--- src/rtl/video_serial_rx.sv ---
// Serial display link receiver: synchronizes the link, deserializes MSB-first
// words and emits init-byte and positioned-pixel write strobes.
module video_serial_rx #(
    parameter int SERIAL_BITS   = 8,
    parameter int PIXEL_BITS    = 16,
    parameter int SCREEN_WIDTH  = 128,
    parameter int SCREEN_HEIGHT = 64,
    parameter int INIT_BYTES    = 2,
    parameter int IDLE_TIMEOUT  = 256,
    parameter int HCTR_BITS     = $clog2(SCREEN_WIDTH),
    parameter int VCTR_BITS     = $clog2(SCREEN_HEIGHT)
) (
    input  logic                          in_clk,
    input  logic                          in_rst,
    input  logic                          in_vid_rst,
    input  logic                          in_vid_serial_clk,
    input  logic                          in_vid_serial,
    output logic [SERIAL_BITS-1:0]        out_init_byte,
    output logic [$clog2(INIT_BYTES):0]   out_init_idx,
    output logic                          out_init_we,
    output logic [PIXEL_BITS-1:0]         out_pixel,
    output logic [HCTR_BITS-1:0]          out_hpix,
    output logic [VCTR_BITS-1:0]          out_vpix,
    output logic                          out_pixel_we,
    output logic                          out_frame_done,
    output logic                          out_err
);

    localparam int IdxBits  = $clog2(INIT_BYTES) + 1;
    localparam int BcntBits = $clog2(SERIAL_BITS);
    localparam int IdleBits = $clog2(IDLE_TIMEOUT + 1);

    typedef enum logic [2:0] {
        StReset,
        StRecvInit,
        StRecvHigh,
        StRecvLow,
        StDone
    } state_t;

    // Synchronizer stages; clk_s3 is the previous value of the synchronized clock.
    logic clk_s1, clk_s2, clk_s3;
    logic dat_s1, dat_s2;
    logic vrst_s1, vrst_s2;
    logic rise;

    // Two-flop synchronizers, reset to the idle link levels.
    always_ff @(posedge in_clk) begin
        if (!in_rst) begin
            clk_s1  <= 1'b1;
            clk_s2  <= 1'b1;
            clk_s3  <= 1'b1;
            dat_s1  <= 1'b0;
            dat_s2  <= 1'b0;
            vrst_s1 <= 1'b1;
            vrst_s2 <= 1'b1;
        end else begin
            clk_s1  <= in_vid_serial_clk;
            clk_s2  <= clk_s1;
            clk_s3  <= clk_s2;
            dat_s1  <= in_vid_serial;
            dat_s2  <= dat_s1;
            vrst_s1 <= in_vid_rst;
            vrst_s2 <= vrst_s1;
        end
    end

    assign rise = clk_s2 & ~clk_s3;

    // Bit capture. The shift register only holds the first SERIAL_BITS-1 bits;
    // the final bit is merged straight into the latched word.
    logic [SERIAL_BITS-2:0] shift_q;
    logic [SERIAL_BITS-1:0] shift_next;
    logic [SERIAL_BITS-1:0] word_q;
    logic                   word_done_q;
    logic [BcntBits-1:0]    bit_cnt_q;
    logic [IdleBits-1:0]    idle_cnt_q;
    logic                   timeout_hit;

    assign shift_next  = {shift_q, dat_s2};
    // A rise always finds the idle counter freshly cleared, but keep rise dominant.
    assign timeout_hit = (int'(idle_cnt_q) == IDLE_TIMEOUT) && (bit_cnt_q != '0) && !rise;

    // Shift in bits on serial clock rises and abort partial words on idle timeout.
    always_ff @(posedge in_clk) begin
        if (!in_rst || vrst_s2) begin
            shift_q     <= '0;
            word_q      <= '0;
            word_done_q <= 1'b0;
            bit_cnt_q   <= '0;
            idle_cnt_q  <= '0;
        end else begin
            word_done_q <= 1'b0;
            if (!clk_s2) begin
                idle_cnt_q <= '0;
            end else if (int'(idle_cnt_q) != IDLE_TIMEOUT) begin
                idle_cnt_q <= idle_cnt_q + 1'b1;
            end
            if (rise) begin
                shift_q <= shift_next[SERIAL_BITS-2:0];
                if (int'(bit_cnt_q) == SERIAL_BITS - 1) begin
                    word_q      <= shift_next;
                    word_done_q <= 1'b1;
                    bit_cnt_q   <= '0;
                end else begin
                    bit_cnt_q <= bit_cnt_q + 1'b1;
                end
            end else if (timeout_hit) begin
                shift_q   <= '0;
                bit_cnt_q <= '0;
            end
        end
    end

    // Frame state and registered outputs.
    state_t                  state_q, state_d;
    logic [HCTR_BITS-1:0]    x_q, x_d;
    logic [VCTR_BITS-1:0]    y_q, y_d;
    logic [IdxBits-1:0]      init_cnt_q, init_cnt_d;
    logic [SERIAL_BITS-1:0]  high_q, high_d;
    logic [SERIAL_BITS-1:0]  init_byte_q, init_byte_d;
    logic [IdxBits-1:0]      init_idx_q, init_idx_d;
    logic                    init_we_q, init_we_d;
    logic [PIXEL_BITS-1:0]   pixel_q, pixel_d;
    logic [HCTR_BITS-1:0]    hpix_q, hpix_d;
    logic [VCTR_BITS-1:0]    vpix_q, vpix_d;
    logic                    pixel_we_q, pixel_we_d;
    logic                    frame_done_q, frame_done_d;
    logic                    err_q, err_d;

    // Next-state and output decode; display reset overrides everything.
    always_comb begin
        state_d      = state_q;
        x_d          = x_q;
        y_d          = y_q;
        init_cnt_d   = init_cnt_q;
        high_d       = high_q;
        init_byte_d  = init_byte_q;
        init_idx_d   = init_idx_q;
        init_we_d    = 1'b0;
        pixel_d      = pixel_q;
        hpix_d       = hpix_q;
        vpix_d       = vpix_q;
        pixel_we_d   = 1'b0;
        frame_done_d = frame_done_q;
        err_d        = err_q;

        if (vrst_s2) begin
            state_d      = StReset;
            x_d          = '0;
            y_d          = '0;
            init_cnt_d   = '0;
            high_d       = '0;
            frame_done_d = 1'b0;
            err_d        = 1'b0;
        end else begin
            if (timeout_hit && state_q != StDone) begin
                err_d = 1'b1;
            end
            case (state_q)
                StReset: begin
                    x_d        = '0;
                    y_d        = '0;
                    init_cnt_d = '0;
                    state_d    = (INIT_BYTES > 0) ? StRecvInit : StRecvHigh;
                end
                StRecvInit: begin
                    if (word_done_q) begin
                        init_we_d   = 1'b1;
                        init_byte_d = word_q;
                        init_idx_d  = init_cnt_q;
                        if (int'(init_cnt_q) == INIT_BYTES - 1) begin
                            state_d = StRecvHigh;
                        end else begin
                            init_cnt_d = init_cnt_q + 1'b1;
                        end
                    end
                end
                StRecvHigh: begin
                    if (word_done_q) begin
                        high_d  = word_q;
                        state_d = StRecvLow;
                    end
                end
                StRecvLow: begin
                    if (word_done_q) begin
                        pixel_we_d = 1'b1;
                        pixel_d    = {high_q, word_q};
                        hpix_d     = x_q;
                        vpix_d     = y_q;
                        state_d    = StRecvHigh;
                        if (int'(x_q) == SCREEN_WIDTH - 1) begin
                            x_d = '0;
                            if (int'(y_q) == SCREEN_HEIGHT - 1) begin
                                y_d          = '0;
                                state_d      = StDone;
                                frame_done_d = 1'b1;
                            end else begin
                                y_d = y_q + 1'b1;
                            end
                        end else begin
                            x_d = x_q + 1'b1;
                        end
                    end
                end
                StDone: begin
                    frame_done_d = 1'b1;
                end
                default: begin
                    state_d = StReset;
                end
            endcase
        end
    end

    // State and output registers.
    always_ff @(posedge in_clk) begin
        if (!in_rst) begin
            state_q      <= StReset;
            x_q          <= '0;
            y_q          <= '0;
            init_cnt_q   <= '0;
            high_q       <= '0;
            init_byte_q  <= '0;
            init_idx_q   <= '0;
            init_we_q    <= 1'b0;
            pixel_q      <= '0;
            hpix_q       <= '0;
            vpix_q       <= '0;
            pixel_we_q   <= 1'b0;
            frame_done_q <= 1'b0;
            err_q        <= 1'b0;
        end else begin
            state_q      <= state_d;
            x_q          <= x_d;
            y_q          <= y_d;
            init_cnt_q   <= init_cnt_d;
            high_q       <= high_d;
            init_byte_q  <= init_byte_d;
            init_idx_q   <= init_idx_d;
            init_we_q    <= init_we_d;
            pixel_q      <= pixel_d;
            hpix_q       <= hpix_d;
            vpix_q       <= vpix_d;
            pixel_we_q   <= pixel_we_d;
            frame_done_q <= frame_done_d;
            err_q        <= err_d;
        end
    end

    assign out_init_byte  = init_byte_q;
    assign out_init_idx   = init_idx_q;
    assign out_init_we    = init_we_q;
    assign out_pixel      = pixel_q;
    assign out_hpix       = hpix_q;
    assign out_vpix       = vpix_q;
    assign out_pixel_we   = pixel_we_q;
    assign out_frame_done = frame_done_q;
    assign out_err        = err_q;

endmodule

--- config.mk ---
export PLATFORM = sky130hd
export DESIGN_NAME = video_serial_rx
export DESIGN_NICKNAME = d
export VERILOG_FILES = /design/src/rtl/video_serial_rx.sv
export SDC_FILE = /design/constraint.sdc
export NUM_CORES = 1
export LEC_CHECK = 0
export CAP_MARGIN = 20
export CORE_AREA = 2 2 99 101
export CTS_BUF_LIST = sky130_fd_sc_hd__clkbuf_2 sky130_fd_sc_hd__clkbuf_4 sky130_fd_sc_hd__clkbuf_8
export DETAILED_ROUTE_END_ITERATION = 16
export DIE_AREA = 0 0 101 103
export HOLD_SLACK_MARGIN = 0.1
export PLACE_DENSITY = 0.7
export SETUP_SLACK_MARGIN = 0.15
export SLEW_MARGIN = 10
export SYNTH_ARGS = -nofsm -noshare
export SYNTH_HDL_FRONTEND = slang
export SYNTH_SLANG_ARGS = --single-unit
--- constraint.sdc ---
create_clock -name in_clk -period 2 [get_ports in_clk]
set_input_delay 0.2 -clock in_clk [delete_from_list [all_inputs] [get_ports in_clk]]
set_output_delay 0.2 -clock in_clk [all_outputs]
set_load 0.05 [all_outputs]
==> results by group <==
Floorplanning
  • Initial Utilization: a little over two fifths
  • Ports: 48
  • CORE AREA: roughly 9500 µm²
  • Die area: about 10000 µm²
  • Row count: 36
  • Die W: between 100 and 150 µm
  • Die Y-Extent: ~100 µm

Power
  • Power per cell area: 699 nW/µm²
  • Sequential share of power: around three fifths
  • Switching power: roughly 0.7 mW
  • Int Pwr: between 2 and 3 mW
  • Lkg Pwr: ~1.6 nW
  • Net Sw Frac: about 20%
  • Comb pwr share: ~1.8%
  • Clk pwr share: between 30% and 40%
  • Peak supply drop: 0.355 mV

Synth
  • Number of synthesized flops with an enable pin: 0
  • Ys flop type: dfxtp_1
  • #FFs+latches synth: between 100 and 150
  • Post-Syn Nets: around 460
  • Synth async-reset ratio: 0%
  • Number of distinct library cells after synthesis: 46
  • Syn. warnings: 0
  • Syn avg cell area: 9.13 µm²
  • Cells after Synth: about 450
  • Synthesized area: between 4000 and 5000 µm²
  • Sequential area share after synthesis: 50.6%

Run status
  • Outcome: finished, final reports clean

STA
  • Total negative setup slack: 0 ns
  • Worst rel slew slack: roughly two thirds
  • Worst Tran Pin Value: roughly 0.50 ns
  • Max-slew violations: 0
  • Tcrit/Tclk final: roughly 88%
  • Clock skew: 0.00935 ns
  • Tmin final: ~1.8 ns
  • RSZ-0062 raised after global routing: no
  • Fmax: ~570 MHz
  • Final-report hold violation count: 0
  • Final setup violation count: 0

Clock network
  • Total CTS buffers: 9
  • Cts repair resizes: 1
  • Clk buf depth: 2
  • Post-CTS Setup Bufs: 0
  • CTS Sinks: 104
  • CTS tree: built
  • H-tree levels: 3
  • Clk root buf: clkbuf_8
  • Worst-path clk slew: 0.09 ns
  • Hold_buf cts: 0
  • Skew-Pair Late Insertion Delay: roughly 0.36 ns

Global routing
  • Initial antenna violation count: 0
  • GRT Util Overall: ~16%
  • First-pass GRT wire length: roughly 14 mm
  • Gr ovfl total: 0
  • Largest net degree at the start of global routing: 48
  • Vias in the first global route: roughly 2900

Placed design
  • Placed inst area: roughly 4800 µm²
  • Routability Congestion: 0.936
  • DP HPWL: approximately 5.6 mm
  • IO Port Bufs: 47

Worst setup path
  • Critical Path End Type: output port
  • CP Buf/Inv Count: 1
  • WP data required: 1.80 ns
  • Crit-path slowest cell: clkdlybuf4s50_1
  • CP Max Fanout: 2
  • Delay-heaviest family, CP: buffers and inverters
  • CP max stage delay: 0.82 ns
  • Worst Setup Start Kind: flip-flop
  • Crit path DAT: roughly 1.6 ns
  • Critical path type: flip-flop to output port
  • Critical path, cell by cell: clkdlybuf4s50_1

Detailed routing
  • Final wirelength: about 8 mm
  • Vias per cell: approximately 5.2
  • Drt first pass iters: 4
  • Residual DRC: 0
  • Routed len/inst: roughly 13 µm
  • Remaining antenna violation count after routing: 0
  • Via count: 3208
  • DRT iter0 DRCs: about 170

Final layout
  • Area growth, synth to finish: 21.6%
  • Post-route cell area: about 5000 µm²
  • Most frequent cells in the layout: dfxtp_1 (103), nand2_1 (76), clkdlybuf4s50_1 (47), nor2_1 (33), a21boi_0 (24)
  • Share of cells above drive strength 1: 9.50%
  • Commonest non-fill, non-tap cell in the layout: dfxtp_1
  • Nets@finish: between 500 and 600
  • Antenna diode count: 0
  • Filler cells: between 800 and 900

Flow run
  • Max Cap Viol: 0

Min path
  • Hold crit path type: primary input to flip-flop
cell type report:
class / instances / area [µm²] / share of cell area [%]
inverter: 6 / 22.5 / 0.450
clock inverter: 4 / 51.3 / 1.03
timing repair buffer: 64 / 598 / 12.0
tap: 114 / 143 / 2.85
clock buffer: 12 / 165 / 3.30
sequential: 104 / 2080 / 41.6
multi-input combinational: 315 / 1940 / 38.8
routing by layer:
| layer | track usage, % | share of wire, % | vias to the layer above | wire length (µm) |
|---|---|---|---|---|
| met5 | 0 | 0 | - | 0 |
| met4 | 7.80 | 1.8 | 0 | 142 |
| met3 | 3.19 | 4.7 | 13 | 378 |
| met2 | 24.9 | 44 | 69 | 3550 |
| met1 | 22.4 | 49 | 1474 | 3970 |
| li1 | - | - | 1652 | - |
metrics by stage:
stage / hold WS [ns] / worst slack (ns) / cells / utilization, % / power (mW)
6_report: 0.404 / 0.240 / 619 / 52.9 / 3.50
5_1_grt: 0.397 / 0.143 / 619 / 52.9 / 3.65
2_1_floorplan: 0.301 / 0.395 / 451 / - / 2.17
3_5_place_dp: 0.396 / 0.142 / 603 / 50.3 / 2.19
3_3_place_gp: 0.402 / 0.255 / 603 / 50.3 / 2.19
4_1_cts: 0.393 / 0.125 / 619 / 52.6 / 3.55
cells in the mapped netlist, drive strengths merged, types with 2 or more instances:
cell | count | area share [%]
xnor2 | 2 | 0.43
o21a | 2 | 0.36
nand2 | 77 | 7.0
a21boi | 29 | 5.3
a22oi | 10 | 1.8
a21oi | 22 | 2.7
nand3 | 15 | 1.8
nor2b | 13 | 2.0
xor2 | 10 | 2.1
mux2i | 18 | 4.4
nand4 | 3 | 0.46
and4 | 3 | 0.67
buf | 11 | 1.4
inv | 6 | 0.55
nor4bb | 3 | 0.73
o2111ai | 4 | 0.85
or4 | 3 | 0.55
clkbuf | 15 | 1.4
or3b | 2 | 0.43
dfxtp | 104 | 51
o21ai | 8 | 0.97
a31oi | 4 | 0.61
nor3 | 9 | 1.4
nand3b | 2 | 0.36
and3 | 3 | 0.49
nor4 | 6 | 0.91
o31ai | 2 | 0.36
ha | 8 | 2.4
and2 | 6 | 0.91
nand2b | 10 | 1.5
nor2 | 34 | 3.2
cell families after synthesis:
logic type | Yosys count | synth area share, %
AOI/OAI and AO/OA | 84 | 13.6
xor gates and xnor gates | 12 | 2.55
adders and majority gates | 8 | 2.43
buffers and inverters | 32 | 3.28
DFF | 104 | 50.6
muxes | 18 | 4.38
and+or+nand+nor | 193 | 23.2
power groups by stage:
stage,clock (mW),combinational (mW),sequential (mW)
2_1_floorplan,0,0.0446,2.13
5_1_grt,1.49,0.0703,2.08
3_3_place_gp,0,0.0632,2.13
6_report,1.35,0.0640,2.08
4_1_cts,1.41,0.0642,2.08
3_5_place_dp,0,0.0639,2.13
path summary, 6_finish.rpt:
| path | end | slack, ns | start | depth (start not counted) |
|---|---|---|---|---|
| worst min-delay path | vrst_s1 | 0.40 | in_vid_rst | 2 |
| worst max register to register | bit_cnt_q[0] | 0.27 | idle_cnt_q[0] | 6 |
| worst max-delay path | out_init_idx[1] | 0.24 | out_init_idx[1] | 1 |
| worst min register to register | clk_s2 | 0.41 | clk_s1 | 1 |
sequential cells by signal (all words and copies together) (netlist names), 2 cells and up:
signal         flops
out_pixel         16
out_init_byte      8
out_hpix           7
word_q             8
out_vpix           6
high_q             8
bit_cnt_q          3
init_cnt_q         2
x_q                7
shift_q            7
idle_cnt_q         9
y_q                6
out_init_idx       2
state_q            3
Note: power is estimated with default switching activity, not from simulation.
